--- src/rtl/neopx_stream_tx.sv ---
// -----------------------------------------------------------------------------
// neopx_stream_tx
//
// Serialises AXI-Stream pixel words onto a single-wire NeoPixel line
// (WS2812 / SK6812 style).  Each bit is sent as a high phase followed by a
// low phase.  The lengths of both phases depend on the bit value.  The MSB of
// the pixel goes first.  When the last pixel of a frame has been sent, the
// line is held low for RESET_CNT clocks so that the LED chain latches the
// frame.  A one-cycle o_frame_done pulse then marks the return to idle.
//
// Parameters
//   BITS_PER_PIXEL : 24 (RGB) or 32 (RGBW); no other value is legal
//   T0H / T1H      : high time in clocks for a '0' / '1' bit
//   T0L / T1L      : low time in clocks for a '0' / '1' bit
//   RESET_CNT      : low time in clocks of the frame latch
//   CNT_W          : timing counter width; each timing value must be >= 1
//                    and must fit in CNT_W bits
//
// Ports
//   axis_aclk     in   single clock
//   axis_reset    in   asynchronous active-high reset
//   s_axis_data   in   pixel word, right-aligned (bits above the pixel ignored)
//   s_axis_valid  in   pixel valid
//   s_axis_last   in   last pixel of a frame
//   s_axis_ready  out  high only while idle and out of reset
//   o_serial      out  registered NeoPixel line
//   o_busy        out  high whenever a pixel or latch is in progress
//   o_frame_done  out  one-cycle pulse on the first idle cycle after a latch
// -----------------------------------------------------------------------------
module neopx_stream_tx #(
    parameter int BITS_PER_PIXEL = 24,
    parameter int T0H            = 29,
    parameter int T1H            = 58,
    parameter int T0L            = 62,
    parameter int T1L            = 33,
    parameter int RESET_CNT      = 6600,
    parameter int CNT_W          = 16
) (
    input  logic        axis_aclk,
    input  logic        axis_reset,
    input  logic [31:0] s_axis_data,
    input  logic        s_axis_valid,
    input  logic        s_axis_last,
    output logic        s_axis_ready,
    output logic        o_serial,
    output logic        o_busy,
    output logic        o_frame_done
);

    localparam int IDX_W = $clog2(BITS_PER_PIXEL);

    localparam logic [IDX_W-1:0] LAST_IDX = IDX_W'(BITS_PER_PIXEL - 1);

    // The counter is loaded with T-1 and the phase ends when it reads zero,
    // so every phase lasts exactly T clocks and the counter never wraps.
    localparam logic [CNT_W-1:0] T0H_M1 = CNT_W'(T0H - 1);
    localparam logic [CNT_W-1:0] T1H_M1 = CNT_W'(T1H - 1);
    localparam logic [CNT_W-1:0] T0L_M1 = CNT_W'(T0L - 1);
    localparam logic [CNT_W-1:0] T1L_M1 = CNT_W'(T1L - 1);
    localparam logic [CNT_W-1:0] RST_M1 = CNT_W'(RESET_CNT - 1);

    typedef enum logic [1:0] {
        IDLE  = 2'd0,
        HIGH  = 2'd1,
        LOW   = 2'd2,
        LATCH = 2'd3
    } state_t;

    state_t                    state;
    logic [CNT_W-1:0]          cnt;
    logic [IDX_W-1:0]          bit_idx;
    logic [BITS_PER_PIXEL-1:0] shift_reg;
    logic                      last_flag;
    logic                      xfer;

    // The bits of s_axis_data above the pixel width are not used.
    logic                      unused_data;

    function automatic logic [CNT_W-1:0] high_load(input logic b);
        return b ? T1H_M1 : T0H_M1;
    endfunction

    function automatic logic [CNT_W-1:0] low_load(input logic b);
        return b ? T1L_M1 : T0L_M1;
    endfunction

    // Ready is gated by reset directly, so it is low while reset is held.
    // It rises in the first cycle after reset is released.
    assign s_axis_ready = (state == IDLE) && !axis_reset;
    assign xfer         = s_axis_valid && s_axis_ready;
    assign o_busy       = (state != IDLE);
    assign unused_data  = ^s_axis_data;

    always_ff @(posedge axis_aclk or posedge axis_reset) begin
        if (axis_reset) begin
            state        <= IDLE;
            cnt          <= '0;
            bit_idx      <= '0;
            shift_reg    <= '0;
            last_flag    <= 1'b0;
            o_serial     <= 1'b0;
            o_frame_done <= 1'b0;
        end else begin
            o_frame_done <= 1'b0;
            case (state)
                IDLE: begin
                    o_serial <= 1'b0;
                    if (xfer) begin
                        shift_reg <= s_axis_data[BITS_PER_PIXEL-1:0];
                        last_flag <= s_axis_last;
                        bit_idx   <= '0;
                        cnt       <= high_load(s_axis_data[BITS_PER_PIXEL-1]);
                        o_serial  <= 1'b1;
                        state     <= HIGH;
                    end
                end

                HIGH: begin
                    if (cnt == '0) begin
                        cnt      <= low_load(shift_reg[BITS_PER_PIXEL-1]);
                        o_serial <= 1'b0;
                        state    <= LOW;
                    end else begin
                        cnt <= cnt - 1'b1;
                    end
                end

                LOW: begin
                    if (cnt == '0) begin
                        if (bit_idx == LAST_IDX) begin
                            if (last_flag) begin
                                cnt   <= RST_M1;
                                state <= LATCH;
                            end else begin
                                cnt   <= '0;
                                state <= IDLE;
                            end
                        end else begin
                            // The next bit starts in the very next cycle.
                            // Its timing is taken from the bit that is
                            // about to move into the MSB position.
                            bit_idx   <= bit_idx + 1'b1;
                            shift_reg <= {shift_reg[BITS_PER_PIXEL-2:0], 1'b0};
                            cnt       <= high_load(shift_reg[BITS_PER_PIXEL-2]);
                            o_serial  <= 1'b1;
                            state     <= HIGH;
                        end
                    end else begin
                        cnt <= cnt - 1'b1;
                    end
                end

                LATCH: begin
                    if (cnt == '0) begin
                        o_frame_done <= 1'b1;
                        state        <= IDLE;
                    end else begin
                        cnt <= cnt - 1'b1;
                    end
                end

                default: begin
                    o_serial <= 1'b0;
                    cnt      <= '0;
                    state    <= IDLE;
                end
            endcase
        end
    end

endmodule
--- config.mk ---
export PLATFORM = sky130hd
export DESIGN_NAME = neopx_stream_tx
export DESIGN_NICKNAME = d
export VERILOG_FILES = /design/src/rtl/neopx_stream_tx.sv
export SDC_FILE = /design/constraint.sdc
export NUM_CORES = 1
export LEC_CHECK = 0
export BUFFER_PORTS_ARGS = -buffer_cell sky130_fd_sc_hd__clkbuf_2
export CAP_MARGIN = 20
export CORE_MARGIN = 3
export CORE_UTILIZATION = 35
export DETAILED_ROUTE_END_ITERATION = 8
export GPL_ROUTABILITY_DRIVEN = 0
export PLACE_DENSITY_LB_ADDON = 0.08
export SYNTH_ARGS = -nofsm -noshare
export SYNTH_HDL_FRONTEND = slang
export SYNTH_SLANG_ARGS = --single-unit
--- constraint.sdc ---
create_clock -name axis_aclk -period 4 [get_ports axis_aclk]
set_clock_uncertainty 0.15 [all_clocks]
set_input_delay 0.4 -clock axis_aclk [delete_from_list [all_inputs] [get_ports axis_aclk]]
set_output_delay 0.4 -clock axis_aclk [all_outputs]
set_load 0.02 [all_outputs]
==> impl_results.md, run 1 <==
- Area grow syn2layout: 12.9%
- Vias: approximately 2300
- Lkg Pwr: 1.36 nW
- Buffers on Ports: 31
- Num CTS Buffers: 5
- Final Util: 0.407
- Total Wirelength: 6810 µm
- Via density: between 5 and 6
- Clk Latency, worst-skew pair: 310 ps
- Max layer used: met4
- First-pass GRT wire length: 11600 µm
- Required time of the critical path: between 4000 and 5000 ps
- Largest register FFs: 24
- Fraction of the cycle the final worst path needs: 0.744
- Vias in the first global route: between 2000 and 2500
- Critical Path Start Type: register
- Most frequent cells in the layout: 50 x dfrtp_1, 31 x clkbuf_2, 19 x o21a_1, 18 x nand2_1, 17 x o32a_1
- Post-route DRC violation count: 0
- Ant diodes: 0
- CTS resizes: 0
- CTS hold repair buffers: 0
- Synth Area in Simple Gates: 0.149
- Syn Area/Cell: around 10 µm²
- Remaining Overflow, GRT: 0
- Detail Route Antenna Nets: 0
- Initial antenna violation count: 0
- Core Area: 0.00777 mm²
- Syn Std Cell Area: around 0.0028 mm²
- Status: complete, no violations
- Most common cell after layout, fill and taps aside: dfrtp_1
- Mux share of post-synthesis cell area: 0.0509
- Max rail drop VDD: 0.000325 V
- Die Y: 95.5 µm
- Final #Nets: 350
- Synth async-reset ratio: 1.00
- H-Tree Depth: 2
- Largest family of logic cells by synthesized area: compound AO/OA/AOI/OAI gates
- CTS Sinks: 50
- Syn Inst Count: 277
- Netlist cell types: 60
- Xor/xnor share of the synthesized area: 0.00625
- Worst Max-Slew Pin Slew: between 800 and 900 ps
- Largest net degree at the start of global routing: 51
- Row count: 32
- CTS Root Cell: clkbuf_8
- Setup bufs post-CTS: 0
- Slew margin rel.: 0.425
- Max_cap viols: 0
- Overall die width: 95.5 µm
- Die area: just over 0.009 mm²
- Initial detailed-routing violation count: around 130
- Main synth FF type: dfrtp_1
- Final Setup Violations: 0
- Setup TNS after final layout: 0 ps
- RSZ-0062 raised after global routing: no
- CP endpoint kind: register
- Final hold vios: 0
- Pwr Density: 759 mW/mm²
- Fmax: roughly 0.34 GHz
- Synth Area in Compound Gates: 0.275
- Total Power: 0.00240 W
- Register bit count reported by yosys: 50
- CTS max path bufs: 2
- Syn Nets: 320
- EDFF count, synth: 0
- Min cycle time layout: 2980 ps
- CP Data Arrival Time: 3060 ps
- Routed length on met3: 238 µm
- Share of cells above drive strength 1: 0.211
- DR pass1 iterations: 4
- Worst-path clk slew: 100 ps
- Aggregate global-route resource usage: 0.163
- Worst Path Max Fanout: 13
- Number of I/O pins: 40
- Final slew viol count: 0
- WL met2: 3090 µm
- Met1 wire length: 3440 µm
- Area share of fa/ha/maj cells after synthesis: 0.0313
- Crit Path Class: reg -> reg
- CTS tree: built
- Post-DP HPWL: 4600 µm
- Initial Util: 0.361
- YS warnings: 0
- DR WL/cell: 16.6 µm
- Post-synthesis sequential area ratio: 0.446
- HP Class: in -> async
stage by stage:
stage	instance area (µm²)	instances	setup WS (ps)	hold WS, ps
global route	3160	410	777	156
detailed placement	3070	402	1020	331
finish	3160	410	1020	128
floorplan	2800	277	1250	315
global placement	3070	402	1000	323
CTS	3160	410	982	136
critical path: stages (launching register included):
cell	delay, ps
dfrtp_1	440
inv_1	130
ha_1	150
nor4b_1	340
and4_1	330
a21boi_2	150
nor2_1	670
buf_4	340
mux2i_1	200
report_power, final:
group / internal [W] / switching (W) / leakage (nW)
Clock: 0.000143 / 0.000183 / 0.0478
Combinational: 0.000514 / 0.000707 / 0.723
Sequential: 0.000693 / 0.000162 / 0.590
Total: 0.00135 / 0.00105 / 1.36
layout make-up:
| class | instances | area [µm²] |
|---|---|---|
| Clock buffer | 6 | 82.6 |
| Clock inverter | 2 | 16.3 |
| Fill cell | 802 | 4600 |
| Inverter | 10 | 37.5 |
| Multi-Input combinational cell | 201 | 1430 |
| Sequential cell | 50 | 1250 |
| Tap cell | 102 | 128 |
| Timing Repair Buffer | 39 | 215 |
final timing paths:
check / from / to / cells after the start / slack, ps
worst max-delay path: cnt[0] / shift_reg[23] / 8 / 1020
worst min-delay path: axis_reset / cnt[1] / 3 / 130
worst max register to register: cnt[0] / shift_reg[23] / 8 / 1020
worst min register to register: shift_reg[7] / shift_reg[7] / 1 / 350
max in group asynchronous: axis_reset / shift_reg[11] / 3 / 3140
min in group axis_aclk: s_axis_data[0] / shift_reg[0] / 3 / 140
synth_stat cells, types with 2 or more instances:
cell       n  area [µm²]
nand4_1    3        18.8
a22oi_1    2        15.0
o21ai_0   16        80.1
buf_4      2        15.0
o21a_1    19         143
nor2_1    16        60.1
mux2i_1    3        30.0
nor4_1     4        25.0
a221oi_1   2        17.5
and3_1     3        18.8
nand3b_1   2        15.0
o32a_1    17         170
or3_1      4        25.0
or4_1      4        30.0
or2_2      2        12.5
inv_1      9        33.8
ha_1       7        87.6
o211ai_1   4        30.0
buf_2      4        20.0
o31ai_1    5        37.5
a21o_1     8        60.1
mux2_2    10         113
clkbuf_1   8        30.0
dfrtp_1   50        1250
nand3_1    5        25.0
a21oi_1   11        55.1
a31oi_1    2        12.5
nor3_1     6        30.0
nand2_1   18        67.6
metal layers:
layer  vias up  GRT usage
met5         -          0
met2        27      0.255
li1       1128          -
met3         2     0.0363
met1      1112      0.229
met4         0     0.0391
logic make-up after synthesis:
| logic type | Yosys count |
|---|---|
| DFF | 50 |
| and+or+nand+nor | 76 |
| xor gates and xnor gates | 2 |
| buffers and inverters | 26 |
| muxes | 13 |
| adders and majority gates | 7 |
| AOI/OAI and AO/OA | 103 |
Power figures use the tool's default switching activity.
==> inputs of run 2 (changes only) <==
ABC_AREA = 1   (was default)
clock period = 2.9 ns   (was 4 ns; I/O delays follow)
==> impl_results.md, run 2 <==
- Setup bufs post-CTS: 0
- Fraction of the cycle the final worst path needs: 0.822
- Final hold vios: 0
- CP peak stage delay: between 400 and 500 ps
- Max_cap viols: 0
- Most common cell after layout, fill and taps aside: nand2_1
- Largest register FFs: 24
- Die Y: 97.1 µm
- Buffers on Ports: 31
- Final #Nets: 452
- Synth async-reset ratio: 1.00
- Via density: 4.98
- DP Area: about 0.0031 mm²
- YS warnings: 0
- Finished Layout Cells: roughly 500
- Number of I/O pins: 40
- CTS max path bufs: 2
- Most frequent cells in the layout: 101 x nand2_1, 71 x nor2_1, 50 x dfrtp_1, 31 x clkbuf_2
- H-Tree Depth: 2
- Initial antenna violation count: 0
- Post-synth top area share: 0.430
- CP max-delay cell: dfrtp_1
- Crit Path Class: reg -> out
- Clk pwr share: 0.370
- Initial Util: 0.368
- Detail Route Antenna Nets: 0
- Status: complete, no violations
- Row count: 32
- Post-DP HPWL: ~5000 µm
- EDFF count, synth: 0
- Netlist cell types: 33
- Worst Max-Slew Pin Slew: 701 ps
- Register bit count reported by yosys: 50
- Final Setup Violations: 0
- Lkg Pwr: about 1.7 nW
- Vias in the first global route: between 2000 and 2500
- Core Area: 0.00789 mm²
- Clk Latency, worst-skew pair: 310 ps
- Count leader, synth: nand2_1
- Die area: approximately 0.0094 mm²
- Vias: roughly 2600
- CTS Sinks: 50
- Initial detailed-routing violation count: 97
- Most frequent cells after synthesis: 101 x nand2_1, 71 x nor2_1, 50 x dfrtp_1
- Worst Path Max Fanout: 8
- Net switching power: 0.000275 W
- Syn Area/Cell: 7.71 µm²
- Syn Inst Count: 377
- Ant diodes: 0
- Area leader, netlist: dfrtp_1
- Comb pwr share: 0.029
- Post-route DRC violation count: 0
- HP Class: in -> async
- Placed cells: 504
- Overall die width: approximately 97 µm
- Crit-path cells: inv_1 -> ha_1 -> clkinv_1 -> nor2_1 -> clkbuf_2
- Reg power frac: 0.600
- Post-synthesis sequential area ratio: 0.430
- Max rail drop VDD: 0.000175 V
- Largest net degree at the start of global routing: 51
- Share of cells above drive strength 1: 0.159
- Syn Std Cell Area: slightly below 0.003 mm²
- Aggregate global-route resource usage: 0.155
- Remaining Overflow, GRT: 0
- Syn Nets: 420
- Fmax: between 0.4 and 0.5 GHz
- CTS Root Cell: clkbuf_8
- Total Wirelength: 6950 µm
- Pwr Density: 361 mW/mm²
- Min cycle time layout: between 2000 and 2500 ps
- RSZ-0062 raised after global routing: no
- CTS tree: built
- Main synth FF type: dfrtp_1
- Area grow syn2layout: 10.8%
- Finished Cell Area: roughly 0.0032 mm²
- Internal power: 0.000886 W
- Worst-path clk slew: about 100 ps
- DR pass1 iterations: 4
- CP endpoint kind: output pin
- Top cells by area, synth: dfrtp_1 43%, nand2_1 13%, nor2_1 9.2%
- Slew margin rel.: 0.532
- Num CTS Buffers: 5
- Final slew viol count: 0
- Switching Fraction: 0.237
- CTS resizes: 0
- Critical Path Start Type: register
- First-pass GRT wire length: 12100 µm
- CP Data Arrival Time: 1940 ps
- DR WL/cell: 13.6 µm
- Setup TNS after final layout: 0 ps
- Required time of the critical path: 2460 ps
- CTS hold repair buffers: 0
## run 2: changes by cell type in the layout (fill, tap and decap cells not counted), sizes merged, moves of 6 or more
cell	change
o32a	-17
xor2	+6
a21o	-8
o21a	-19
mux2	-10
nand3	+17
inv	+15
o22ai	+19
nor2	+68
nand2	+85
## run 2: stage by stage
step           utilization  power (W)  hold WS, ps  setup WS, ps
3_3_place_gp         0.397   0.000747          313           594
5_1_grt              0.408    0.00122         50.0           324
3_5_place_dp         0.397   0.000746          315           561
6_report             0.408    0.00116         17.0           517
4_1_cts              0.408    0.00118         52.4           479
2_1_floorplan            -   0.000721          285           193
## run 2: power by group through the flow
stage                     Sequential, W  Clock, W  Combinational (W)
after global placement         0.000710         0          0.0000362
after CTS                      0.000697  0.000450          0.0000360
after global routing           0.000697  0.000481          0.0000399
after floorplan                0.000710         0          0.0000105
final                          0.000697  0.000430          0.0000342
after detailed placement       0.000710         0          0.0000357
## run 2: kinds of logic after synthesis
family / Yosys count / share of synthesized area
xor+xnor: 11 / 0.0331
flops: 50 / 0.430
simple gates: 215 / 0.315
compound gates: 58 / 0.118
buf+inv: 35 / 0.0659
fa+ha+maj: 7 / 0.0301
mux: 1 / 0.00775
## run 2: layout make-up
class | instances | area, µm²
sequential | 50 | 1250
clock inverter | 2 | 17.5
clock buffer | 6 | 72.6
multi-input combinational | 292 | 1460
tap | 102 | 128
fill | 833 | 4670
inverter | 25 | 101
timing repair buffer | 35 | 185
## run 2: routing by layer
metal | share of wire | global-route usage | routed length [µm] | vias to the layer above
met3 | 0.033 | 0.0266 | 227 | 13
li1 | - | - | - | 1293
met2 | 0.45 | 0.241 | 3120 | 43
met4 | 0.017 | 0.0486 | 117 | 0
met5 | 0 | 0 | 0 | -
met1 | 0.50 | 0.219 | 3490 | 1202
## run 2: path summary, 6_finish.rpt
check / end / slack [ps] / depth (start not counted) / startpoint
max: s_axis_ready / 520 / 5 / state[1]
min: o_serial / 20 / 3 / axis_reset
max reg2reg: shift_reg[14] / 570 / 11 / state[1]
min reg2reg: shift_reg[0] / 330 / 2 / shift_reg[0]
max in group asynchronous: cnt[14] / 2110 / 3 / axis_reset
min in group axis_aclk: shift_reg[1] / 60 / 3 / s_axis_data[1]
## run 2: worst max-delay path, delay by kind of cell, from the launching register on
kind	cells	cell delay, ps
fa+ha+maj	1	370
buf+inv	3	680
flops	1	410
simple gates	1	170
